[src/rtl/instr_encoder_pkg.sv]
// rtl/instr_encoder_pkg.sv - TSC opcode/function codes, instruction field positions, encoder FSM state type
//
// Shared with the decoder: opcode and function-code values of the TSC ISA and
// the bit positions of every field inside a 16-bit instruction word.
package instr_encoder_pkg;

    // Opcodes (instruction word bits [15:12])
    localparam logic [3:0] OPCODE_BNE   = 4'd0;
    localparam logic [3:0] OPCODE_BEQ   = 4'd1;
    localparam logic [3:0] OPCODE_BGZ   = 4'd2;
    localparam logic [3:0] OPCODE_BLZ   = 4'd3;
    localparam logic [3:0] OPCODE_ADI   = 4'd4;
    localparam logic [3:0] OPCODE_ORI   = 4'd5;
    localparam logic [3:0] OPCODE_LHI   = 4'd6;
    localparam logic [3:0] OPCODE_LWD   = 4'd7;
    localparam logic [3:0] OPCODE_SWD   = 4'd8;
    localparam logic [3:0] OPCODE_JMP   = 4'd9;
    localparam logic [3:0] OPCODE_JAL   = 4'd10;
    localparam logic [3:0] OPCODE_Rtype = 4'd15;

    // R-type function codes (instruction word bits [5:0])
    localparam logic [5:0] FUNC_ADD = 6'd0;
    localparam logic [5:0] FUNC_SUB = 6'd1;
    localparam logic [5:0] FUNC_AND = 6'd2;
    localparam logic [5:0] FUNC_ORR = 6'd3;
    localparam logic [5:0] FUNC_NOT = 6'd4;
    localparam logic [5:0] FUNC_TCP = 6'd5;
    localparam logic [5:0] FUNC_SHL = 6'd6;
    localparam logic [5:0] FUNC_SHR = 6'd7;
    localparam logic [5:0] FUNC_JPR = 6'd25;
    localparam logic [5:0] FUNC_JRL = 6'd26;
    localparam logic [5:0] FUNC_WWD = 6'd28;
    localparam logic [5:0] FUNC_HLT = 6'd29;

    // Field positions inside the 16-bit word
    localparam int OP_MSB   = 15;
    localparam int OP_LSB   = 12;
    localparam int RS_MSB   = 11;
    localparam int RS_LSB   = 10;
    localparam int RT_MSB   = 9;
    localparam int RT_LSB   = 8;
    localparam int RD_MSB   = 7;
    localparam int RD_LSB   = 6;
    localparam int FUNC_MSB = 5;
    localparam int FUNC_LSB = 0;
    localparam int IMM_MSB  = 7;
    localparam int IMM_LSB  = 0;
    localparam int TGT_MSB  = 11;
    localparam int TGT_LSB  = 0;

    typedef enum logic [1:0] {
        ST_IDLE,
        ST_LOAD,
        ST_DRAIN,
        ST_DONE
    } enc_state_t;

    // True when f names an implemented R-type operation.
    function automatic logic func_defined(input logic [5:0] f);
        case (f)
            FUNC_ADD, FUNC_SUB, FUNC_AND, FUNC_ORR,
            FUNC_NOT, FUNC_TCP, FUNC_SHL, FUNC_SHR,
            FUNC_JPR, FUNC_JRL, FUNC_WWD, FUNC_HLT: func_defined = 1'b1;
            default:                                func_defined = 1'b0;
        endcase
    endfunction

endpackage

[src/rtl/instr_fifo.sv]
// rtl/instr_fifo.sv - DEPTH x W word FIFO with registered storage and full/empty flags
//
// Ports:
//   clk, reset        clock, synchronous active-high reset (flushes all entries)
//   push, push_data   write request; ignored while full
//   pop               read request; ignored while empty
//   pop_data          head entry (read straight from the storage registers)
//   full, empty       occupancy flags
module instr_fifo #(
    parameter int DEPTH = 4,
    parameter int W     = 16
) (
    input  logic         clk,
    input  logic         reset,
    input  logic         push,
    input  logic [W-1:0] push_data,
    input  logic         pop,
    output logic [W-1:0] pop_data,
    output logic         full,
    output logic         empty
);

    localparam int PTR_W = $clog2(DEPTH);

    logic [W-1:0]     mem [DEPTH];
    logic [PTR_W-1:0] wr_ptr;
    logic [PTR_W-1:0] rd_ptr;
    logic [PTR_W:0]   count;

    logic do_push;
    logic do_pop;

    assign full     = (count == (PTR_W+1)'(DEPTH));
    assign empty    = (count == '0);
    // A push is refused while full even if a pop frees a slot this same cycle.
    assign do_push  = push & ~full;
    assign do_pop   = pop & ~empty;
    assign pop_data = mem[rd_ptr];

    always_ff @(posedge clk) begin
        if (reset) begin
            wr_ptr <= '0;
            rd_ptr <= '0;
            count  <= '0;
            for (int i = 0; i < DEPTH; i++) begin
                mem[i] <= '0;
            end
        end else begin
            if (do_push) begin
                mem[wr_ptr] <= push_data;
                wr_ptr      <= wr_ptr + PTR_W'(1);
            end
            if (do_pop) begin
                rd_ptr <= rd_ptr + PTR_W'(1);
            end
            case ({do_push, do_pop})
                2'b10:   count <= count + (PTR_W+1)'(1);
                2'b01:   count <= count - (PTR_W+1)'(1);
                default: count <= count;
            endcase
        end
    end

endmodule

[src/rtl/instr_encoder.sv]
// rtl/instr_encoder.sv - packs instruction request fields into TSC words and streams them with addresses
//
// Ports:
//   clk, reset              clock, synchronous active-high reset
//   start, base_addr        begin a program load at base_addr (only in IDLE/DONE)
//   req_valid, req_ready    request handshake
//   opcode, func_code,
//   rs, rt, rd, imm         instruction fields of the request
//   out_valid, out_ready    output word handshake
//   out_data, out_addr      encoded word and its instruction address
//   err, err_count          dropped-illegal-request pulse and saturating count
//   done                    program fully drained after HLT
module instr_encoder
    import instr_encoder_pkg::*;
#(
    parameter int DEPTH  = 4,
    parameter int ADDR_W = 8,
    parameter int ERR_W  = 8
) (
    input  logic              clk,
    input  logic              reset,
    input  logic              start,
    input  logic [ADDR_W-1:0] base_addr,
    input  logic              req_valid,
    output logic              req_ready,
    input  logic [3:0]        opcode,
    input  logic [5:0]        func_code,
    input  logic [1:0]        rs,
    input  logic [1:0]        rt,
    input  logic [1:0]        rd,
    input  logic [11:0]       imm,
    output logic              out_valid,
    input  logic              out_ready,
    output logic [15:0]       out_data,
    output logic [ADDR_W-1:0] out_addr,
    output logic              err,
    output logic [ERR_W-1:0]  err_count,
    output logic              done
);

    enc_state_t state, state_next;

    logic        fifo_full;
    logic        fifo_empty;
    logic        accept;
    logic        push;
    logic        pop;
    logic [15:0] word;
    logic        legal;
    logic        is_hlt;

    // Combinational encoder and legality check
    always_comb begin
        word   = '0;
        legal  = 1'b0;
        is_hlt = 1'b0;
        if (opcode == OPCODE_Rtype) begin
            word[OP_MSB:OP_LSB]     = OPCODE_Rtype;
            word[RS_MSB:RS_LSB]     = rs;
            word[RT_MSB:RT_LSB]     = rt;
            word[RD_MSB:RD_LSB]     = rd;
            word[FUNC_MSB:FUNC_LSB] = func_code;
            legal                   = func_defined(func_code);
            is_hlt                  = (func_code == FUNC_HLT);
        end else if (opcode <= OPCODE_SWD) begin
            word[OP_MSB:OP_LSB]   = opcode;
            word[RS_MSB:RS_LSB]   = rs;
            word[RT_MSB:RT_LSB]   = rt;
            word[IMM_MSB:IMM_LSB] = imm[7:0];
            legal                 = 1'b1;
        end else if (opcode == OPCODE_JMP || opcode == OPCODE_JAL) begin
            word[OP_MSB:OP_LSB]   = opcode;
            word[TGT_MSB:TGT_LSB] = imm;
            legal                 = 1'b1;
        end
    end

    assign req_ready = (state == ST_LOAD) & ~fifo_full;
    // Illegal requests still complete the handshake; they are simply not queued.
    assign accept    = req_valid & req_ready;
    assign push      = accept & legal;
    assign out_valid = ~fifo_empty;
    assign pop       = out_valid & out_ready;
    assign done      = (state == ST_DONE);

    instr_fifo #(
        .DEPTH (DEPTH),
        .W     (16)
    ) u_fifo (
        .clk       (clk),
        .reset     (reset),
        .push      (push),
        .push_data (word),
        .pop       (pop),
        .pop_data  (out_data),
        .full      (fifo_full),
        .empty     (fifo_empty)
    );

    always_comb begin
        state_next = state;
        case (state)
            ST_IDLE:  if (start) state_next = ST_LOAD;
            ST_LOAD:  if (accept && is_hlt) state_next = ST_DRAIN;
            ST_DRAIN: if (fifo_empty) state_next = ST_DONE;
            ST_DONE:  if (start) state_next = ST_LOAD;
            default:  state_next = ST_IDLE;
        endcase
    end

    always_ff @(posedge clk) begin
        if (reset) begin
            state     <= ST_IDLE;
            out_addr  <= '0;
            err       <= 1'b0;
            err_count <= '0;
        end else begin
            state <= state_next;
            err   <= accept & ~legal;
            if (accept && !legal && err_count != '1) begin
                err_count <= err_count + ERR_W'(1);
            end
            // FIFO is always empty in IDLE/DONE, so a load start never races a pop.
            if ((state == ST_IDLE || state == ST_DONE) && start) begin
                out_addr <= base_addr;
            end else if (pop) begin
                out_addr <= out_addr + ADDR_W'(1);
            end
        end
    end

endmodule
[config.mk]
export PLATFORM = sky130hd
export DESIGN_NAME = instr_encoder
export DESIGN_NICKNAME = d
export VERILOG_FILES = /design/src/rtl/instr_encoder_pkg.sv /design/src/rtl/instr_fifo.sv /design/src/rtl/instr_encoder.sv
export SDC_FILE = /design/constraint.sdc
export NUM_CORES = 1
export LEC_CHECK = 0
export CORE_ASPECT_RATIO = 0.7
export CORE_MARGIN = 2
export CORE_UTILIZATION = 40
export CTS_CLUSTER_DIAMETER = 100
export DETAILED_ROUTE_END_ITERATION = 7
export GPL_TIMING_DRIVEN = 0
export PLACE_DENSITY = 0.72
export SLEW_MARGIN = 10
export SYNTH_ARGS = -nofsm -noshare
export SYNTH_HDL_FRONTEND = slang
export SYNTH_SLANG_ARGS = --single-unit
[constraint.sdc]
create_clock -name clk -period 2.83 [get_ports clk]
set_clock_uncertainty 0.15 [all_clocks]
set_input_delay 0.566 -clock clk [delete_from_list [all_inputs] [get_ports clk]]
set_output_delay 0.566 -clock clk [all_outputs]
set_load 0.03 [all_outputs]
* Word level (Yosys, flattened, before mapping) *
Memories as Yosys holds them, arrays and structs flattened. A register that Yosys moved wholly into a read port is not among the register bits.
Cells that the tools add are included.

word-level totals
  register bits after elaboration = 26
  input port bits = 41
  memory bits (read-only) = 32
  RAM bits = 64
  memories = 2

memory list
  name              words  width  read ports  clocked after memory_dff  wr ports  line                     RTL
  u_fifo.mem        4      16     1           1                         4         instr_fifo.sv:25         logic [W-1:0] mem [DEPTH];
  (name not given)  32     1      1           0                         0         instr_encoder_pkg.sv:60  case (f)

operators by class
  muxes and demuxes = 25
  bitwise logic cells = 10
  reductions and logical operators = 14
  add/subtract/negate cells = 6
  equal/unequal tests = 14
  magnitude comparators = 1

operators with widths
  kind                   count
  $mux W16               4
  $add A8 B1 Y8 const B  2
  $mux W8                2
  $reduce_or A16 Y1      1
  $eq A4 B4 Y1 const B   3
  $mux W2                6
  $mux W1                11
  $ne A8 B8 Y1 const B   1
  $and A1 B1 Y1          7
  $eq A2 B2 Y1 const B   3
  $eq A6 B5 Y1 const B   1
  $ne A2 B1 Y1 const B   3
  $pmux W2 S3            1
  $pmux W3 S2            1
  $add A2 B1 Y2 const B  2
  $eq A2 B1 Y1 const B   2
  $le A4 B4 Y1 const B   1
  $logic_and A1 B1 Y1    4
  $reduce_bool A2 Y1     2
  $add A3 B1 Y3 const B  1
  $eq A3 B3 Y1 const B   1
  $logic_not A3 Y1       1
  $not A1 Y1             3
  $reduce_and A3 Y1      1
  other kinds (5)        6

* Longest topological paths before layout *
Gate-level depths: netlist (run 1).

  depth after elaboration = 12
  depth in mapped cells = 13
  gate-level depth less buffers = 12

* Hierarchy *
A second synthesis (run 1) with hierarchy kept.

second synthesis, totals
  cells, all modules = 373
  area, all modules = 4606.9 µm²

by module, submodules not included
  module         instances  area each (µm²)  cells each  sequential area each (µm²)
  instr_fifo     1          3279.4           206         2102.0
  instr_encoder  1          1327.5           167         380.4

* Worst setup path after synthesis (run 1) *
Ideal clock, no wire load.

  path type = in2reg
  start = input func_code[1]
  end = register u_fifo.count[2]
  data required time = 2610 ps
  slack = -103 ps
  data arrival time = 2713 ps
  stages = 13
  path buffers = 1
  cell sequence = inv_1 > ha_1 > mux2i_1 > a211o_1 > and3_1 > buf_2 > inv_1 > ha_1 > inv_1 > fa_1 > xor2_1 > or3_1 > a21oi_1

between the ends
  cells in the longest elaborated chain, start to end = 7
  elaborated cells on any way between the ends = 9
  classes of those cells = 2 x eq/ne; 3 x mux; 2 x bitwise; 1 x reduce/logical; 1 x memory

RTL lines
  what                                                      line                     RTL
  start, declared                                           instr_encoder.sv:27      input logic [5:0] func_code,
  $mem_v2 Z32 W1 (*)                                        n/a
  $mux W1 (*)                                               instr_encoder_pkg.sv:60
  $mux W1 (*)                                               instr_encoder.sv:57      if (opcode == OPCODE_Rtype) begin
  $and A1 B1 Y1 (*)                                         instr_encoder.sv:81      assign push = accept & legal;
  $and A1 B1 Y1 (*)                                         instr_fifo.sv:36         assign do_push = push & ~full;
  $eq A2 B1 Y1 / $eq A2 B2 Y1 (equally long branches)       instr_fifo.sv:56         case ({do_push, do_pop})
  $pmux W3 S2 / $reduce_bool A2 Y1 (equally long branches)  n/a
  end signal, assigned                                      instr_fifo.sv:57         2'b10: count <= count + (PTR_W+1)'(1);
  end signal, assigned                                      instr_fifo.sv:58         2'b01: count <= count - (PTR_W+1)'(1);
  end signal, assigned                                      instr_fifo.sv:59         default: count <= count;
  end, declared                                             instr_fifo.sv:28         logic [PTR_W:0] count;

Every way passes the cells marked *; elsewhere a longest branch is shown, timed or not.
A chain may end at the register's enable or synchronous reset.

* Final worst setup path (run 1) *
  start = input func_code[0]
  end = register u_fifo.count[2]

The elaborated chain is that of the path after synthesis.

==> results of run 1 <==
-- cell type report --
class	instances	area share [%]
sequential	92	42.7
multi-input combinational	256	31.6
timing repair buffer	84	13.6
clock buffer	10	4.11
tap	153	3.29
buffer	21	2.39
clock inverter	6	1.18
inverter	16	1.03
-- cell usage after synthesis (4+ instances only) --
| cell type | n |
|---|---|
| inv_1 | 16 |
| edfxtp_1 | 64 |
| xnor2_1 | 5 |
| mux4_2 | 16 |
| a211oi_1 | 6 |
| a21oi_1 | 8 |
| or4_1 | 4 |
| nand2_1 | 16 |
| nand4_1 | 5 |
| or3_1 | 6 |
| and2_1 | 5 |
| clkbuf_1 | 10 |
| a222oi_1 | 4 |
| nand3_1 | 8 |
| o21ai_0 | 16 |
| ha_1 | 7 |
| dfxtp_1 | 28 |
| nor2b_1 | 5 |
| buf_2 | 7 |
| a22o_1 | 4 |
| xor2_1 | 7 |
| nor2_1 | 85 |
| a22oi_1 | 8 |
-- worst max-delay path by stage --
stage / end / start / slack (ps) / cells after the start
after detailed placement: u_fifo.mem[0][7] / func_code[1] / -1110 / 9
after global routing: u_fifo.mem[0][10] / func_code[0] / 20 / 9
after floorplan: u_fifo.count[2] / func_code[1] / -10 / 13
after CTS: u_fifo.count[2] / func_code[0] / 30 / 12
final: u_fifo.count[2] / func_code[0] / 90 / 12
after global placement: u_fifo.mem[1][7] / func_code[1] / -1190 / 9
-- what timing repair did --
item                                    in CTS  in global routing
pin swaps                                    6                  2
endpoints found under the setup margin      76                  1
resized for setup                           42                  3
buffers inserted                             6                  2
gates cloned                                 1                  0
endpoints found under the hold margin        0                  0
-- sequential cells by signal, summed over array words and instances (netlist names), named ones only --
name	count
u_fifo.wr_ptr	2
u_fifo.mem	64
err_count	8
u_fifo.count	3
err	1
out_addr	8
state	2
u_fifo.rd_ptr	2
-- stage by stage --
step	std cells	setup TNS (ps)	power (mW)	util, %	setup WS, ps
6_report	638	0	4.12	53.2	89.5
5_1_grt	638	0	4.29	53.2	20.1
4_1_cts	636	0	4.12	53.1	27.2
3_5_place_dp	616	-61640	2.89	49.7	-1110
3_3_place_gp	615	-63770	2.86	49.6	-1190
2_1_floorplan	387	-10.9	2.45	-	-10.9
-- power groups by stage --
stage	Combinational (mW)	Clock (mW)	Sequential [mW]
floorplan	0.701	0	1.75
detailed placement	1.20	0	1.69
global route	1.28	1.30	1.70
CTS	1.19	1.25	1.68
global placement	1.18	0	1.68
finish	1.19	1.24	1.68
-- worst max-delay path, stage by stage --
cell and delay (ps):
clkdlybuf4s15_2 190, ha_1 270, mux2i_1 60, a211o_1 300, and3_4 180, inv_1 60
ha_2 170, inv_1 50, fa_2 330, xor2_1 180, or3_1 350, a21oi_1 150
-- kinds of logic (layout without fill, tap and decap cells) --
family,after synthesis,after routing,synth area share [%]
simple gates,153,154,16.5
flops,92,92,55.6
compound gates,61,61,9.59
buf+inv,40,137,4.23
mux,21,21,9.28
xor+xnor,12,12,2.35
fa+ha+maj,8,8,2.41
-- layer usage --
layer  part of all wire (%)  global-route usage, %
met1                     46                   28.7
met2                     45                   30.6
met3                    7.4                   3.99
met4                    1.1                   5.82
met5                      0                      0
==> impl_metrics.py, run 1 <==
metrics = {
    "outcome": {
        "run_status": "complete, no violations",
    },
    "drt": {
        "vias": 3441,
        "wire_per_inst_um": 17.6,
        "ant_nets": 0,
        "route.detailed.drc": 0,
        "detail_route.wirelength_mm": 11.3,
        "firstDrtPassIters": 5,
        "initialDrtViolationCount": 379,
        "vias_per_cell": 5.39,
    },
    "power_and_ir_drop": {
        "p_per_area_nw_per_um2": 708,
        "combPwrFrac_pct": 29.0,
        "seqPwrFrac_pct": 40.8,
        "internal_power_mw": 2.81,
        "p_sw_mw": 1.31,
        "p_clk_share_pct": 30.2,
        "ir_drop_v": 0.000565,
        "swShare_pct": 31.8,
        "leakage_nw": 2.12,
    },
    "place": {
        "io_buffers": 75,
        "hpwl_mm": 7.75,
        "place_congestion": 0.801,
        "place_area_um2": 5430,
    },
    "sta": {
        "worst-slew-pin-transition_ps": 774,
        "rsz0062_at_grt": "false",
        "fmax_mhz": 365,
        "hold_violations": 0,
        "setup_violations": 0,
        "maxSlewHeadroom_pct": 48.4,
        "hold_slack_ps": 366,
        "fin_crit_sh_pct": 96.8,
        "slew_violations": 0,
        "period_needed_ps": 2740,
    },
    "hold_path": {
        "hp-start": "u_fifo.count[2]",
        "holdPathStages": 2,
        "min_to": "u_fifo.count[2]",
        "hp-class": "flop to flop",
    },
    "grt": {
        "grt_pass1_wl_mm": 18.0,
        "antenna_found_initial": 0,
        "grt_start_max_net_pins": 17,
        "grt.total_usage_pct": 19.9,
        "grt_overflow": 0,
        "grt_pass1_vias": 3429,
    },
    "critical_path": {
        "r2r_start": "u_fifo.count[2]",
        "cp-end-kind": "flop",
        "critPathMaxFanout": 3,
        "r2r_cells": 10,
        "start_kind": "primary input",
        "critPathArrivalTime_ps": 2860,
        "crit_type": "primary input to flop",
        "required_ps": 2950,
        "ff2ff_setup_slack_ps": 150,
        "reg2reg_to": "u_fifo.count[2]",
    },
    "logic_synthesis": {
        "synth_edf_count": 64,
        "synth_area_um2": 4460,
        "ys_types": 54,
        "async_flop_share_pct": 0,
        "synthTopCellsByArea": "edfxtp_1 43%, dfxtp_1 13%, mux4_2 8.1%, nor2_1 7.1%, ha_1 2.0%",
        "ys_warn_count": 0,
        "synth_top_area_cell": "edfxtp_1",
        "synth_nets": 436,
        "synth_area_per_cell_um2": 11.5,
        "synth_top_cell_area_share_pct": 43.1,
        "ys_ff_latch": 92,
        "synth-main-ff-cell": "edfxtp_1",
        "syn_inst": 387,
        "ys_seq_area_share_pct": 55.6,
    },
    "final_layout": {
        "areaGrowthSynthToFinish_pct": 30.3,
        "fin_nets": 529,
        "layout_common_cells": "85 x nor2_1, 64 x edfxtp_1, 56 x clkdlybuf4s50_1",
        "diodes": 0,
        "regArea_um2": 2480,
        "drive_gt1_share_pct": 16.3,
        "postLayoutCellArea_um2": 5810,
        "final_common_cell": "nor2_1",
        "multiInputGateArea_um2": 1840,
        "n_fill_cell": 937,
    },
    "clocking": {
        "clkLatencyLatePin_ps": 350,
        "clk_pin_slew_ps": 70,
        "root_buffer": "clkbuf_16",
        "cts_hold_buffers": 0,
        "clock_path_buffers": 2,
        "numClockSinks": 92,
        "htree_levels": 3,
        "cts_tree": "yes",
        "numCtsBuffers": 9,
    },
    "flow_run": {
        "maxCapViolCount": 0,
    },
    "floorplan": {
        "core-area_um2": 10900,
        "die-width_um": 130,
        "dieArea_um2": 12000,
        "die_height_um": 92.4,
        "initial_core_util_pct": 40.8,
        "io_pins": 77,
        "rows": 32,
    },
}
Note: power is estimated with default switching activity, not from simulation.
==> run 2: changes to the inputs <==
--- a/config.mk
+++ b/config.mk
@@ -11,6 +11,7 @@
 export CTS_CLUSTER_DIAMETER = 100
 export DETAILED_ROUTE_END_ITERATION = 7
 export GPL_TIMING_DRIVEN = 0
+export HOLD_SLACK_MARGIN = 0.03
 export PLACE_DENSITY = 0.72
 export SLEW_MARGIN = 10
 export SYNTH_ARGS = -nofsm -noshare
==> results of run 2 <==
No change in the layout: final DEF, timing and power equal those of run 1.
==> run 3: changes to the inputs <==
--- a/config.mk
+++ b/config.mk
@@ -5,6 +5,7 @@
 export SDC_FILE = /design/constraint.sdc
 export NUM_CORES = 1
 export LEC_CHECK = 0
+export ABC_AREA = 1
 export CORE_ASPECT_RATIO = 0.7
 export CORE_MARGIN = 2
 export CORE_UTILIZATION = 40
@@ -12,7 +13,7 @@
 export DETAILED_ROUTE_END_ITERATION = 7
 export GPL_TIMING_DRIVEN = 0
 export HOLD_SLACK_MARGIN = 0.03
-export PLACE_DENSITY = 0.72
+export PLACE_DENSITY = 0.71
 export SLEW_MARGIN = 10
 export SYNTH_ARGS = -nofsm -noshare
 export SYNTH_HDL_FRONTEND = slang
==> impl_metrics.py, run 3 <==
metrics = {
    "outcome": {
        "run_status": "complete, no violations",
    },
    "logic_synthesis": {
        "synth_edf_count": 64,
        "ys_ff_latch": 92,
        "synth_nets": 562,
        "syn_inst": 513,
        "yosysMostFrequentCell": "nor2_1",
        "synth-main-ff-cell": "edfxtp_1",
        "synth_area_um2": 4500,
        "ys_seq_area_share_pct": 55.2,
        "synth_top_area_cell": "edfxtp_1",
        "async_flop_share_pct": 0,
        "synthTopCellsByCount": "112 x nor2_1, 85 x nand2_1, 64 x edfxtp_1",
        "ys_warn_count": 0,
        "synth_area_per_cell_um2": 8.77,
        "synth_top_cell_area_share_pct": 42.7,
        "ys_types": 36,
        "synthTopCellsByArea": "edfxtp_1 43%, dfxtp_1 12%, nor2_1 9.3%, nand2_1 7.1%, o21ai_0 5.3%",
    },
    "final_layout": {
        "drive_gt1_share_pct": 9.72,
        "final_common_cell": "nor2_1",
        "multiInputGateArea_um2": 1810,
        "final_cells": 760,
        "fin_nets": 652,
        "top_register": "u_fifo.mem",
        "top_regs": "u_fifo.mem (64), err_count (8), out_addr (8)",
        "postLayoutCoreUtil_pct": 53.4,
        "regArea_um2": 2480,
        "layout_common_cells": "111 x nor2_1, 81 x nand2_1, 64 x edfxtp_1",
        "n_fill_cell": 1016,
        "areaGrowthSynthToFinish_pct": 30.2,
        "diodes": 0,
        "largest_register_ff_count": 64,
        "postLayoutCellArea_um2": 5860,
    },
    "drt": {
        "ant_nets": 0,
        "detail_route.wirelength_mm": 11.7,
        "vias": 3831,
        "vias_per_cell": 5.04,
        "route.detailed.drc": 0,
        "firstDrtPassIters": 5,
        "wire_per_inst_um": 15.4,
        "initialDrtViolationCount": 336,
    },
    "critical_path": {
        "required_ps": 2700,
        "crit_type": "primary input to flop",
        "critPathMaxFanout": 17,
        "cp-end-kind": "flop",
        "critPathArrivalTime_ps": 2570,
        "start_kind": "primary input",
    },
    "grt": {
        "antenna_found_initial": 0,
        "grt_pass1_wl_mm": 18.6,
        "grt_start_max_net_pins": 18,
        "grt.total_usage_pct": 20.2,
        "grt_overflow": 0,
        "grt_pass1_vias": 3717,
    },
    "sta": {
        "slew_violations": 0,
        "fmax_mhz": 370,
        "maxSlewHeadroom_pct": 30.0,
        "fin_crit_sh_pct": 95.5,
        "fin_ws_ps": 128,
        "setup_tns_ps": 0,
        "rsz0062_at_grt": "false",
        "hold_slack_ps": 320,
        "period_needed_ps": 2700,
        "hold_violations": 0,
        "worst-slew-pin-transition_ps": 1050,
        "setup_violations": 0,
    },
    "place": {
        "io_buffers": 75,
        "pre_cts_slack_ps": -960,
        "place_area_um2": 5470,
        "place_congestion": 0.835,
        "place_inst": 742,
        "hpwl_mm": 8.36,
    },
    "floorplan": {
        "dieArea_um2": 12100,
        "core-area_um2": 11000,
        "die_height_um": 92.7,
        "rows": 32,
        "initial_core_util_pct": 41.0,
        "io_pins": 77,
        "die-width_um": 131,
    },
    "clocking": {
        "cts_tree": "yes",
        "numClockSinks": 92,
        "clk_pin_slew_ps": 60,
        "clkLatencyLatePin_ps": 340,
        "cts_hold_buffers": 0,
        "clock_path_buffers": 2,
        "numCtsBuffers": 9,
        "htree_levels": 3,
        "root_buffer": "clkbuf_16",
    },
    "power_and_ir_drop": {
        "leakage_nw": 2.36,
        "power_mw": 4.18,
        "ir_drop_v": 0.000439,
        "p_per_area_nw_per_um2": 713,
    },
    "flow_run": {
        "maxCapViolCount": 0,
    },
    "hold_path": {
        "hp-class": "flop to flop",
    },
}
## run 3: cell count changes after synthesis, moves of 6 or more
| cell | change |
|---|---|
| nand2_1 | +69 |
| o21ai_0 | +32 |
| inv_1 | +30 |
| nor2_1 | +27 |
| mux4_2 | -16 |
| o22ai_1 | +16 |
| a21oi_1 | +15 |
| a22oi_1 | -8 |
| inv_2 | +8 |
| nand3_1 | +7 |
| or3_1 | -6 |
## run 3: cell families (layout without fill, tap and decap cells)
family | Yosys count | after routing | share of synthesized area (%)
flip-flops | 92 | 92 | 55.2
adder cells (fa/ha/maj) | 8 | 8 | 2.39
AO/OA/AOI/OAI | 101 | 101 | 12.5
buffers and inverters | 72 | 166 | 6.39
AND/OR/NAND/NOR | 233 | 233 | 22.2
XOR/XNOR | 7 | 7 | 1.36
## run 3: area by class of cell
cell class,instances,share of cell area (%)
clock buffers,9,3.84
plain buffers,16,1.47
repair buffers,80,13.5
multi-input cells,349,30.9
well taps,153,3.27
clock inverters,6,1.09
flip-flops and latches,92,42.3
inverters,55,3.52
## run 3: path summary, 6_finish.rpt
check	from	end	cells after the start	slack [ps]
setup / recovery	opcode[2]	u_fifo.mem[0][7]	10	130
hold / removal	u_fifo.rd_ptr[1]	u_fifo.rd_ptr[1]	2	320
setup reg to reg	u_fifo.count[1]	u_fifo.count[1]	10	480
hold reg to reg	u_fifo.rd_ptr[1]	u_fifo.rd_ptr[1]	2	320
## run 3: report_power, final
| group | total, mW | leakage, nW | switching [mW] | internal, mW |
|---|---|---|---|---|
| Sequential | 1.65 | 0.890 | 0.0913 | 1.56 |
| Combinational | 1.34 | 1.33 | 0.868 | 0.472 |
| Clock | 1.19 | 0.140 | 0.506 | 0.681 |
| Total | 4.18 | 2.36 | 1.46 | 2.71 |
## run 3: critical path, cell delays in order
cell	delay (ps)
clkdlybuf4s50_1	510
inv_1	90
nand2_1	60
nor2_2	330
nor2_4	100
nand2_2	120
nand2_4	90
nor2_8	150
nand3_4	280
nand2_8	270
## run 3: repair_timing
item	CTS	global route
endpoints found under the hold margin	0	0
setup buffers	2	2
resized for setup	30	13
pin swaps	2	3
setup endpoints to repair	65	48
## run 3: per-layer routing
metal | wire length (um) | vias to the layer above | global-route usage (%)
met1 | 5440 | 1782 | 27.9
met3 | 819 | 11 | 4.33
met5 | 0 | - | 0
met4 | 125 | 0 | 4.88
li1 | - | 1904 | -
met2 | 5320 | 134 | 32.6
